**config.mk**
```make
export PLATFORM = sky130hd
export DESIGN_NAME = pll_lock_supervisor
export DESIGN_NICKNAME = d
export VERILOG_FILES = /design/src/rtl/pll_lock_supervisor.sv
export SDC_FILE = /design/constraint.sdc
export NUM_CORES = 1
export LEC_CHECK = 0
export BUFFER_PORTS_ARGS = -buffer_cell sky130_fd_sc_hd__buf_2
export CAP_MARGIN = 20
export CORE_AREA = 2 2 66 68
export CTS_CLUSTER_SIZE = 30
export DETAILED_ROUTE_END_ITERATION = 16
export DIE_AREA = 0 0 68 70
export PLACE_DENSITY = 0.78
export SLEW_MARGIN = 0
export SYNTH_ARGS = -nofsm -noshare
export SYNTH_HDL_FRONTEND = slang
export SYNTH_SLANG_ARGS = --single-unit
```
**constraint.sdc**
```tcl
create_clock -name clk_i -period 2.6 [get_ports clk_i]
set_input_delay 0.65 -clock clk_i [delete_from_list [all_inputs] [get_ports clk_i]]
set_output_delay 0.65 -clock clk_i [all_outputs]
set_load 0.02 [all_outputs]
```
**src/rtl/pll_lock_supervisor.sv**
```systemverilog
// pll_lock_supervisor
//   Brings the on-chip PLL out of reset, waits for it to lock (with a
//   timeout and a bounded number of retries), and holds the downstream
//   system in reset until lock has been stable for a full window. It then
//   watches for loss of lock, counts those events, and re-sequences the PLL.
//
// Ports
//   clk_i        reference clock (the crystal that also feeds the PLL)
//   rst_n_i      asynchronous active-low reset
//   pll_lock_i   PLL lock indicator, asynchronous to clk_i
//   restart_i    single-cycle request for a full re-sequence
//   pll_reset_o  active-high PLL reset
//   sys_rst_n_o  active-low system reset, released only in RUN
//   locked_o     high only in RUN
//   fail_o       high only in FAIL
//   retry_cnt_o  lock timeouts since the last RUN entry or restart
//   loss_cnt_o   lock-loss events seen in RUN, saturating at 255
module pll_lock_supervisor #(
    parameter int RST_CYCLES    = 32,
    parameter int LOCK_TIMEOUT  = 27000,
    parameter int STABLE_CYCLES = 1024,
    parameter int MAX_RETRY     = 3
) (
    input  logic       clk_i,
    input  logic       rst_n_i,
    input  logic       pll_lock_i,
    input  logic       restart_i,
    output logic       pll_reset_o,
    output logic       sys_rst_n_o,
    output logic       locked_o,
    output logic       fail_o,
    output logic [7:0] retry_cnt_o,
    output logic [7:0] loss_cnt_o
);

    // One shared timer serves every timed state, so it is sized for the
    // longest interval; it only ever counts up to that interval minus one.
    localparam int TMAX_A = (RST_CYCLES > LOCK_TIMEOUT) ? RST_CYCLES : LOCK_TIMEOUT;
    localparam int TMAX   = (TMAX_A > STABLE_CYCLES) ? TMAX_A : STABLE_CYCLES;
    localparam int TW     = (TMAX > 2) ? $clog2(TMAX) : 1;

    localparam logic [TW-1:0] RST_LAST    = TW'(RST_CYCLES - 1);
    localparam logic [TW-1:0] TIMEOUT_LAST = TW'(LOCK_TIMEOUT - 1);
    localparam logic [TW-1:0] STABLE_LAST = TW'(STABLE_CYCLES - 1);
    localparam logic [7:0]    RETRY_LIMIT = 8'(MAX_RETRY);

    typedef enum logic [2:0] {
        ST_RESET,
        ST_WAIT_LOCK,
        ST_STABLE,
        ST_RUN,
        ST_FAIL
    } state_t;

    // Two-flop synchronizer for the asynchronous lock indicator.
    logic lock_meta_reg;
    logic lock_s_reg;

    always_ff @(posedge clk_i or negedge rst_n_i) begin
        if (!rst_n_i) begin
            lock_meta_reg <= 1'b0;
            lock_s_reg    <= 1'b0;
        end else begin
            lock_meta_reg <= pll_lock_i;
            lock_s_reg    <= lock_meta_reg;
        end
    end

    state_t        state_reg, state_next;
    logic [TW-1:0] timer_reg, timer_next;
    logic [7:0]    retry_reg, retry_next;
    logic [7:0]    loss_reg,  loss_next;
    logic [7:0]    retry_inc;

    logic pll_reset_reg;
    logic sys_rst_n_reg;
    logic locked_reg;
    logic fail_reg;

    assign retry_inc = retry_reg + 8'd1;

    always_comb begin
        state_next = state_reg;
        timer_next = timer_reg;
        retry_next = retry_reg;
        loss_next  = loss_reg;

        case (state_reg)
            ST_RESET: begin
                if (restart_i) begin
                    timer_next = '0;
                    retry_next = 8'd0;
                end else if (timer_reg == RST_LAST) begin
                    state_next = ST_WAIT_LOCK;
                    timer_next = '0;
                end else begin
                    timer_next = timer_reg + 1'b1;
                end
            end

            ST_WAIT_LOCK: begin
                if (restart_i) begin
                    state_next = ST_RESET;
                    timer_next = '0;
                    retry_next = 8'd0;
                end else if (lock_s_reg) begin
                    state_next = ST_STABLE;
                    timer_next = '0;
                end else if (timer_reg == TIMEOUT_LAST) begin
                    retry_next = retry_inc;
                    timer_next = '0;
                    state_next = (retry_inc == RETRY_LIMIT) ? ST_FAIL : ST_RESET;
                end else begin
                    timer_next = timer_reg + 1'b1;
                end
            end

            ST_STABLE: begin
                if (restart_i) begin
                    state_next = ST_RESET;
                    timer_next = '0;
                    retry_next = 8'd0;
                end else if (!lock_s_reg) begin
                    // A dropout restarts the stability window from scratch;
                    // it is not a timeout, so retries are left alone.
                    state_next = ST_WAIT_LOCK;
                    timer_next = '0;
                end else if (timer_reg == STABLE_LAST) begin
                    state_next = ST_RUN;
                    timer_next = '0;
                    retry_next = 8'd0;
                end else begin
                    timer_next = timer_reg + 1'b1;
                end
            end

            ST_RUN: begin
                // Lock loss wins over a coincident restart so the event is
                // never lost from the count.
                if (!lock_s_reg) begin
                    state_next = ST_RESET;
                    timer_next = '0;
                    loss_next  = (loss_reg == 8'hFF) ? 8'hFF : loss_reg + 8'd1;
                end else if (restart_i) begin
                    state_next = ST_RESET;
                    timer_next = '0;
                end
            end

            ST_FAIL: begin
                if (restart_i) begin
                    state_next = ST_RESET;
                    timer_next = '0;
                    retry_next = 8'd0;
                end
            end

            default: begin
                state_next = ST_RESET;
                timer_next = '0;
            end
        endcase
    end

    // Outputs are registered alongside the state and decoded from the
    // state being entered, so they track the state with no extra lag.
    always_ff @(posedge clk_i or negedge rst_n_i) begin
        if (!rst_n_i) begin
            state_reg     <= ST_RESET;
            timer_reg     <= '0;
            retry_reg     <= 8'd0;
            loss_reg      <= 8'd0;
            pll_reset_reg <= 1'b1;
            sys_rst_n_reg <= 1'b0;
            locked_reg    <= 1'b0;
            fail_reg      <= 1'b0;
        end else begin
            state_reg     <= state_next;
            timer_reg     <= timer_next;
            retry_reg     <= retry_next;
            loss_reg      <= loss_next;
            pll_reset_reg <= (state_next == ST_RESET) || (state_next == ST_FAIL);
            sys_rst_n_reg <= (state_next == ST_RUN);
            locked_reg    <= (state_next == ST_RUN);
            fail_reg      <= (state_next == ST_FAIL);
        end
    end

    assign pll_reset_o = pll_reset_reg;
    assign sys_rst_n_o = sys_rst_n_reg;
    assign locked_o    = locked_reg;
    assign fail_o      = fail_reg;
    assign retry_cnt_o = retry_reg;
    assign loss_cnt_o  = loss_reg;

endmodule

```
* Word level (Yosys, flattened, before mapping)
Index checks and enable logic that the tools add are counted.
Storage, ports and cells: output and inout bits 20, flip-flop bits (word level) 39, input port bits 4
Operators by class: bitwise logic cells 1, eq/ne operators 16, reductions and logical operators 7, $add $sub $neg 3, muxes and demuxes 32
Operator list (number):
- two-way mux 15 bit | 10
- case mux 15 bit (5 select lines) | 1
- two-way mux 8 bit | 8
- two-way mux 3 bit | 11
- case mux 8 bit (3 select lines) | 1
- adder 8 x 1 -> 8 bit (second input constant) | 2
- adder 15 x 1 -> 15 bit (second input constant) | 1
- == test 15 x 10 -> 1 bit (second input constant) | 1
- == test 15 bit (second input constant) | 1
- == test 15 x 5 -> 1 bit (second input constant) | 1
- case mux 3 bit (5 select lines) | 1
- != test 3 bit (second input constant) | 4
- == test 3 x 2 -> 1 bit (second input constant) | 3
- == test 8 x 2 -> 1 bit (second input constant) | 1
- == test 8 bit (second input constant) | 1
- == test 3 bit (second input constant) | 2
- zero test 3 bit | 2
- AND reduction 6 bit | 1
- == test 3 x 1 -> 1 bit (second input constant) | 1
- nonzero test 3 bit | 1
- != test 2 x 1 -> 1 bit (second input constant) | 1
- AND reduction 2 bit | 1
- OR reduction 2 bit | 1
- logical OR 1 bit | 1
- NOT 1 bit | 1

* Depth between registers and ports, before layout
Gate-level depths: netlist of the first run.
depth after elaboration 9, depth in mapped cells 7, depth with buffers taken out 6

* Worst setup path before layout of the first run
Ideal clock, no wire load.
path type in2reg, start input port restart_i, end register timer_reg[8], path slack 0.419 ns, required time 2.499 ns, setup time 0.101 ns, path buffers 2, stages 7, arrival time 2.081 ns, cell sequence clkbuf_1 > nor3_1 > nand3_1 > o22ai_1 > buf_2 > nor2_2 > o32ai_1
Between the ends: longest elaborated chain between the ends 3, elaborated cells on any way between the ends 6
RTL lines:
- start: declaration | line 27 | input logic restart_i,
- two-way mux 15 bit (2 in series)
- case mux 15 bit (5 select lines) (*) | line 88 | case (state_reg)
- net timer_next[8] | line 70 | logic [TW-1:0] timer_reg, timer_next;
- end signal: assignment | line 179 | timer_reg <= timer_next;
- end: declaration | line 70
Mark *: on every way through the listed nets, which the timed path passes. The rest lies on a longest branch. A chain may end at the register's enable or synchronous reset.

* Final worst setup path of the first run
start register timer_reg[7], end register timer_reg[7]
Between the ends: longest elaborated chain between the ends 5, elaborated cells on any way between the ends 15
RTL lines (line):
- adder 15 x 1 -> 15 bit, or another cell as far along | 97, 114, 133
- two-way mux 15 bit (on tied branches) | 128, 109
- two-way mux 15 bit (on tied branches) | 123, 106
- two-way mux 15 bit (on tied branches) | 119, 102
- case mux 15 bit (5 select lines) (*) | 88
- net timer_next[7] | 70
Marked as above.

==> flow_summary.json, run 1 <==
{
  "num_antenna_cells": 0,
  "detailed_place_hpwl_um": 3460,
  "fin_crit_sh_pct": 89.3,
  "fp.dieH_um": 70,
  "count_of_warnings_emitted_by_yosys": 0,
  "skew_ns": 0.00931,
  "power.share.combinational_pct": 6.8,
  "nets": 291,
  "timing.fmax_mhz": 431,
  "netlist_area_mm2": 0.00230,
  "synth_seq_cells": 39,
  "number_of_maximum_capacitance_constraint_violations": 0,
  "grt_pass1_vias": 1813,
  "number_of_flip_flops_in_the_largest_register": 15,
  "placement.cell_area_mm2": 0.00246,
  "fp.dieArea_mm2": 0.00476,
  "status": "finished, final reports clean",
  "fin_area_mm2": 0.00258,
  "seq_area_frac_synth_pct": 42.6,
  "post_synth_most_frequent_cells": "dfrtp_1 (38), o21ai_0 (33), nor2_1 (22)",
  "power_switching_mw": 0.306,
  "dr.pass1.iters": 4,
  "detail_route.wirelength_um": 4860,
  "dp_slack_ns": 0.299,
  "finish.cell_count_without_fillers": 336,
  "worstHoldPathType": "reg -> reg",
  "setup_tns_ns": 0,
  "ir_drop_v": 0.000426,
  "rsz0062_at_grt": "false",
  "postSynthAreaPerCell_um2": 8.83,
  "power.static_leakage_nw": 1.13,
  "drive_gt1_share_pct": 18.7,
  "drc": 0,
  "pwr-share-clk_pct": 40.8,
  "synth-async-reset-ratio_pct": 100,
  "die_x_um": 68,
  "mappedNetlistNets": 268,
  "number_of_antenna_violations_at_the_first_check_in_global_routing": 0,
  "layout-area-overhead-vs-synth_pct": 12.3,
  "netlist_top_cells_area": "dfrtp_1 (41%), o21ai_0 (7.2%), nor2_1 (3.6%)",
  "place.gp.congestion": 0.827,
  "synth_most_common_cell": "dfrtp_1",
  "number_of_synthesized_flops_with_an_enable_pin": 0,
  "synth_flop_type": "dfrtp_1",
  "final_period_minus_worst_setup_slack_ns": 2.32,
  "grt_max_degree": 40,
  "critical_path_peak_fanout": 13,
  "critPathArrivalTime_ns": 2.48,
  "synth_top_area_cell": "dfrtp_1",
  "clock_tree.htree_level_count": 2,
  "layout_setup_ws_ns": 0.278,
  "tightest_slew_ns": 0.833,
  "number_of_cells_on_the_worst_reg_to_reg_path": 5,
  "cts-root-buf": "clkbuf_8",
  "avgRoutedWirePerCell_um": 14.5,
  "synth.lib_cells_used.distinct": 50,
  "grt.total_usage_pct": 22.6,
  "cell_internal_pwr_mw": 0.944,
  "endpoint_kind": "flop",
  "dp_cells": 328,
  "wire_length_of_the_first_global_routing_pass_um": 8230,
  "gr-total-overflow": 0,
  "synth_largest_type_area_fraction_pct": 41.4,
  "setup_viol": 0,
  "drt_iter0_markers": 249,
  "num_vias": 2063,
  "cts_buffers": 5,
  "clkTransAtPathRegs_ns": 0.08,
  "cp-start-kind": "flop",
  "cts_post_setup_buffers_inserted": 0,
  "max_slew_margin_pct": 44.5,
  "synthesis.instances": 260,
  "criticalPathCategory": "reg -> reg",
  "multi_input_area_mm2": 0.00123,
  "final_core_utilization_pct": 62.2,
  "clk-insertion-delay-late_ns": 0.30,
  "vias_per_cell": 6.14,
  "hold_path_depth": 0,
  "worst_hold_check_slack_ns": 0.354,
  "crit_required_ns": 2.76,
  "power.density_mw_per_mm2": 485,
  "buffer_ports.inserted": 23,
  "floorplan.core_area_mm2": 0.00414,
  "clock-sinks": 39,
  "regArea_um2": 977,
  "ant_nets": 0,
  "postCtsHoldBufs": 0,
  "ios": 24,
  "cts_tree": "yes",
  "ff2ff_setup_slack_ns": 0.28,
  "placementRows": 24,
  "hold_violations": 0,
  "fillCellCount": 362,
  "total_power_mw": 1.25,
  "final_max_slew_viol_count": 0,
  "initial_core_util_pct": 55.4,
  "power.switching_fraction_pct": 24.5,
  "postCtsResizedCells": 0,
  "cts.path.max_buffers": 2,
  "power.share.sequential_pct": 52.3
}
## final cells by class
type                       instances  area share (%)
clock buffer                       5            2.67
clock inverter                     3            1.70
inverter                           8            1.17
multi-input combinational        200            47.8
sequential                        39            37.9
tap                               52            2.52
timing repair buffer              29            6.21
## power groups by stage
| stage | combinational [mW] | clock, mW | sequential [mW] |
|---|---|---|---|
| 2_1_floorplan | 0.0556 | 0 | 0.659 |
| 3_3_place_gp | 0.0865 | 0 | 0.664 |
| 3_5_place_dp | 0.0870 | 0 | 0.666 |
| 4_1_cts | 0.0876 | 0.522 | 0.654 |
| 5_1_grt | 0.0994 | 0.551 | 0.658 |
| 6_report | 0.0851 | 0.511 | 0.655 |
## cells in the final DEF, fill, tap and decap left out, drive strengths merged, types with 2 or more instances in the layout
cell,instances
a211oi,2
a21oi,6
a31oi,3
and3,6
buf,29
clkbuf,5
clkinv,2
dfrtp,38
ha,4
inv,8
mux2,3
nand2,21
nand2b,4
nand3,15
nand4,11
nand4b,2
nor2,23
nor2b,2
nor3,11
nor4,6
o21a,2
o21ai,34
o22ai,3
o31ai,7
o32ai,4
o41ai,3
or3,5
or4,5
or4bb,2
xnor2,3
xor2,2
## worst paths after layout
check	from	end
hold reg to reg	lock_meta_reg	lock_s_reg
min in group asynchronous	rst_n_i	loss_cnt_o[4]
setup / recovery	timer_reg[7]	timer_reg[7]
max in group asynchronous	rst_n_i	timer_reg[13]
setup reg to reg	timer_reg[7]	timer_reg[7]
hold / removal	lock_meta_reg	lock_s_reg
## per-layer routing
layer | track usage [%] | wire (µm)
met5 | 0 | 0
met4 | 7.11 | 68
met3 | 5.31 | 189
met2 | 35.8 | 2400
met1 | 30.1 | 2200
## cells by family (layout without fill, tap and decap cells)
kind of cell	after synthesis	after routing	synth area share, %
and+or+nand+nor	117	117	28.7
AOI/OAI and AO/OA	71	71	19.4
DFF	39	39	42.6
buffers and inverters	21	45	3.76
xor gates and xnor gates	5	5	1.91
adders and majority gates	4	4	2.18
muxes	3	3	1.47
## critical path, cell delays in order, from the launching register on
cell	delay (ns)
dfrtp_1	0.45
or4_4	0.59
nor4_4	0.37
nor2b_2	0.20
nor3_4	0.39
o21ai_0	0.19
No activity file was read; power rests on OpenSTA's default activity.
==> run 2, diff against run 1 <==
Settings changed: RECOVER_POWER set to 50.
==> flow_summary.json, run 2 (synthesis gave the netlist of run 1 again) <==
{
  "endpoint_kind": "flop",
  "vias_per_cell": 6.15,
  "place.gp.congestion": 0.827,
  "final_max_slew_viol_count": 0,
  "gr-total-overflow": 0,
  "most-common-layout-cells": "dfrtp_1 (38), o21ai_0 (33), nor2_1 (22)",
  "critPathArrivalTime_ns": 2.48,
  "layout-area-overhead-vs-synth_pct": 11.8,
  "met2_wirelength_um": 2410,
  "drc": 0,
  "crit_path_top_delay_cell": "or4_4",
  "clock_tree.htree_level_count": 2,
  "nets": 291,
  "fp.dieH_um": 70,
  "cts.path.max_buffers": 2,
  "grt.total_usage_pct": 22.6,
  "cp-start-kind": "flop",
  "power.share.sequential_pct": 52.3,
  "timing.fmax_mhz": 430,
  "power.switching_fraction_pct": 24.5,
  "pwr-share-clk_pct": 40.8,
  "fp.dieArea_mm2": 0.00476,
  "skew_ns": 0.00931,
  "num_vias": 2065,
  "setup_viol": 0,
  "final_common_cell": "dfrtp_1",
  "dr.max_layer_used": "met4",
  "ir_drop_v": 0.000426,
  "ios": 24,
  "met3_length_um": 175,
  "num_antenna_cells": 0,
  "cts_tree": "yes",
  "rr_startpoint": "timer_reg[7]",
  "slowest_delay_ns": 0.59,
  "postCtsResizedCells": 0,
  "final_period_minus_worst_setup_slack_ns": 2.32,
  "crit_required_ns": 2.76,
  "clock-sinks": 39,
  "worstHoldStart": "lock_meta_reg",
  "power.density_mw_per_mm2": 487,
  "fin_crit_sh_pct": 89.4,
  "crit_start": "timer_reg[7]",
  "critical_path_peak_fanout": 13,
  "total_power_mw": 1.25,
  "crit_path_cell_trace": "or4_4 > nor4_4 > nor2b_2 > nor3_4 > o21ai_0",
  "die_x_um": 68,
  "route.layer.met1.wl_um": 2200,
  "detailed_place_hpwl_um": 3460,
  "initial_core_util_pct": 55.4,
  "hold_violations": 0,
  "wire_length_of_the_first_global_routing_pass_um": 8230,
  "number_of_antenna_violations_at_the_first_check_in_global_routing": 0,
  "number_of_flip_flops_in_the_largest_register": 15,
  "worstHoldPathType": "reg -> reg",
  "postCtsHoldBufs": 0,
  "power_switching_mw": 0.306,
  "dr.pass1.iters": 4,
  "clk-insertion-delay-late_ns": 0.30,
  "drive_gt1_share_pct": 16.5,
  "cts_post_setup_buffers_inserted": 0,
  "max_slew_margin_pct": 44.4,
  "floorplan.core_area_mm2": 0.00414,
  "tightest_slew_ns": 0.833,
  "cts_buffers": 5,
  "criticalPathCategory": "reg -> reg",
  "drt_iter0_markers": 244,
  "setup_tns_ns": 0,
  "placementRows": 24,
  "power.static_leakage_nw": 1.11,
  "cell_internal_pwr_mw": 0.944,
  "grt_pass1_vias": 1813,
  "ant_nets": 0,
  "status": "finished, final reports clean",
  "avgRoutedWirePerCell_um": 14.4,
  "power.share.combinational_pct": 6.8,
  "clkTransAtPathRegs_ns": 0.08,
  "number_of_maximum_capacitance_constraint_violations": 0,
  "buffer_ports.inserted": 23,
  "grt_max_degree": 40,
  "detail_route.wirelength_um": 4860,
  "rsz0062_at_grt": "false",
  "cts-root-buf": "clkbuf_8"
}
run 2: final cells by class:
type	instances	area, µm²
clock inverters	3	43.8
multi-input cells	200	1230
inverters	8	30.0
repair buffers	29	150
fillers	366	1580
flip-flops and latches	39	977
well taps	52	65.1
clock buffers	5	68.8
run 2: path summary, 6_finish.rpt:
kind | to | slack (ns) | cells past startpoint
max | timer_reg[7] | 0.28 | 5
min | lock_s_reg | 0.35 | 0
max reg2reg | timer_reg[7] | 0.28 | 5
min reg2reg | lock_s_reg | 0.35 | 0
max in group asynchronous | timer_reg[13] | 1.62 | 1
min in group asynchronous | loss_cnt_o[4] | 0.45 | 1
run 2: power groups by stage:
stage                     logic, mW  clock network (mW)  registers (mW)
after floorplan              0.0556                   0           0.659
after global placement       0.0865                   0           0.664
after detailed placement     0.0870                   0           0.666
after CTS                    0.0876               0.522           0.654
after global routing         0.0994               0.551           0.658
final                        0.0852               0.511           0.655
run 2: through the flow:
| stage | instances | area, µm² | worst slack, ns | utilization (%) | hold WS [ns] |
|---|---|---|---|---|---|
| after global routing | 336 | 2570 | 0.165 | 62.0 | 0.368 |
| after detailed placement | 328 | 2460 | 0.299 | 59.5 | 0.340 |
| after global placement | 328 | 2460 | 0.387 | 59.5 | 0.341 |
| after CTS | 336 | 2580 | 0.287 | 62.2 | 0.358 |
| after floorplan | 260 | 2300 | 0.419 | - | 0.331 |
| final | 336 | 2570 | 0.277 | 62.0 | 0.354 |
run 2: critical path: cells and delay by family (launching register included):
kind | cells | cell delay (ns)
simple gates | 4 | 1.55
flops | 1 | 0.45
compound gates | 1 | 0.19
run 2: layer usage:
| layer | vias up | global-route usage [%] |
|---|---|---|
| li1 | 1027 | - |
| met1 | 990 | 30.1 |
| met2 | 41 | 35.8 |
| met3 | 7 | 5.31 |
| met4 | 0 | 7.11 |
| met5 | - | 0 |
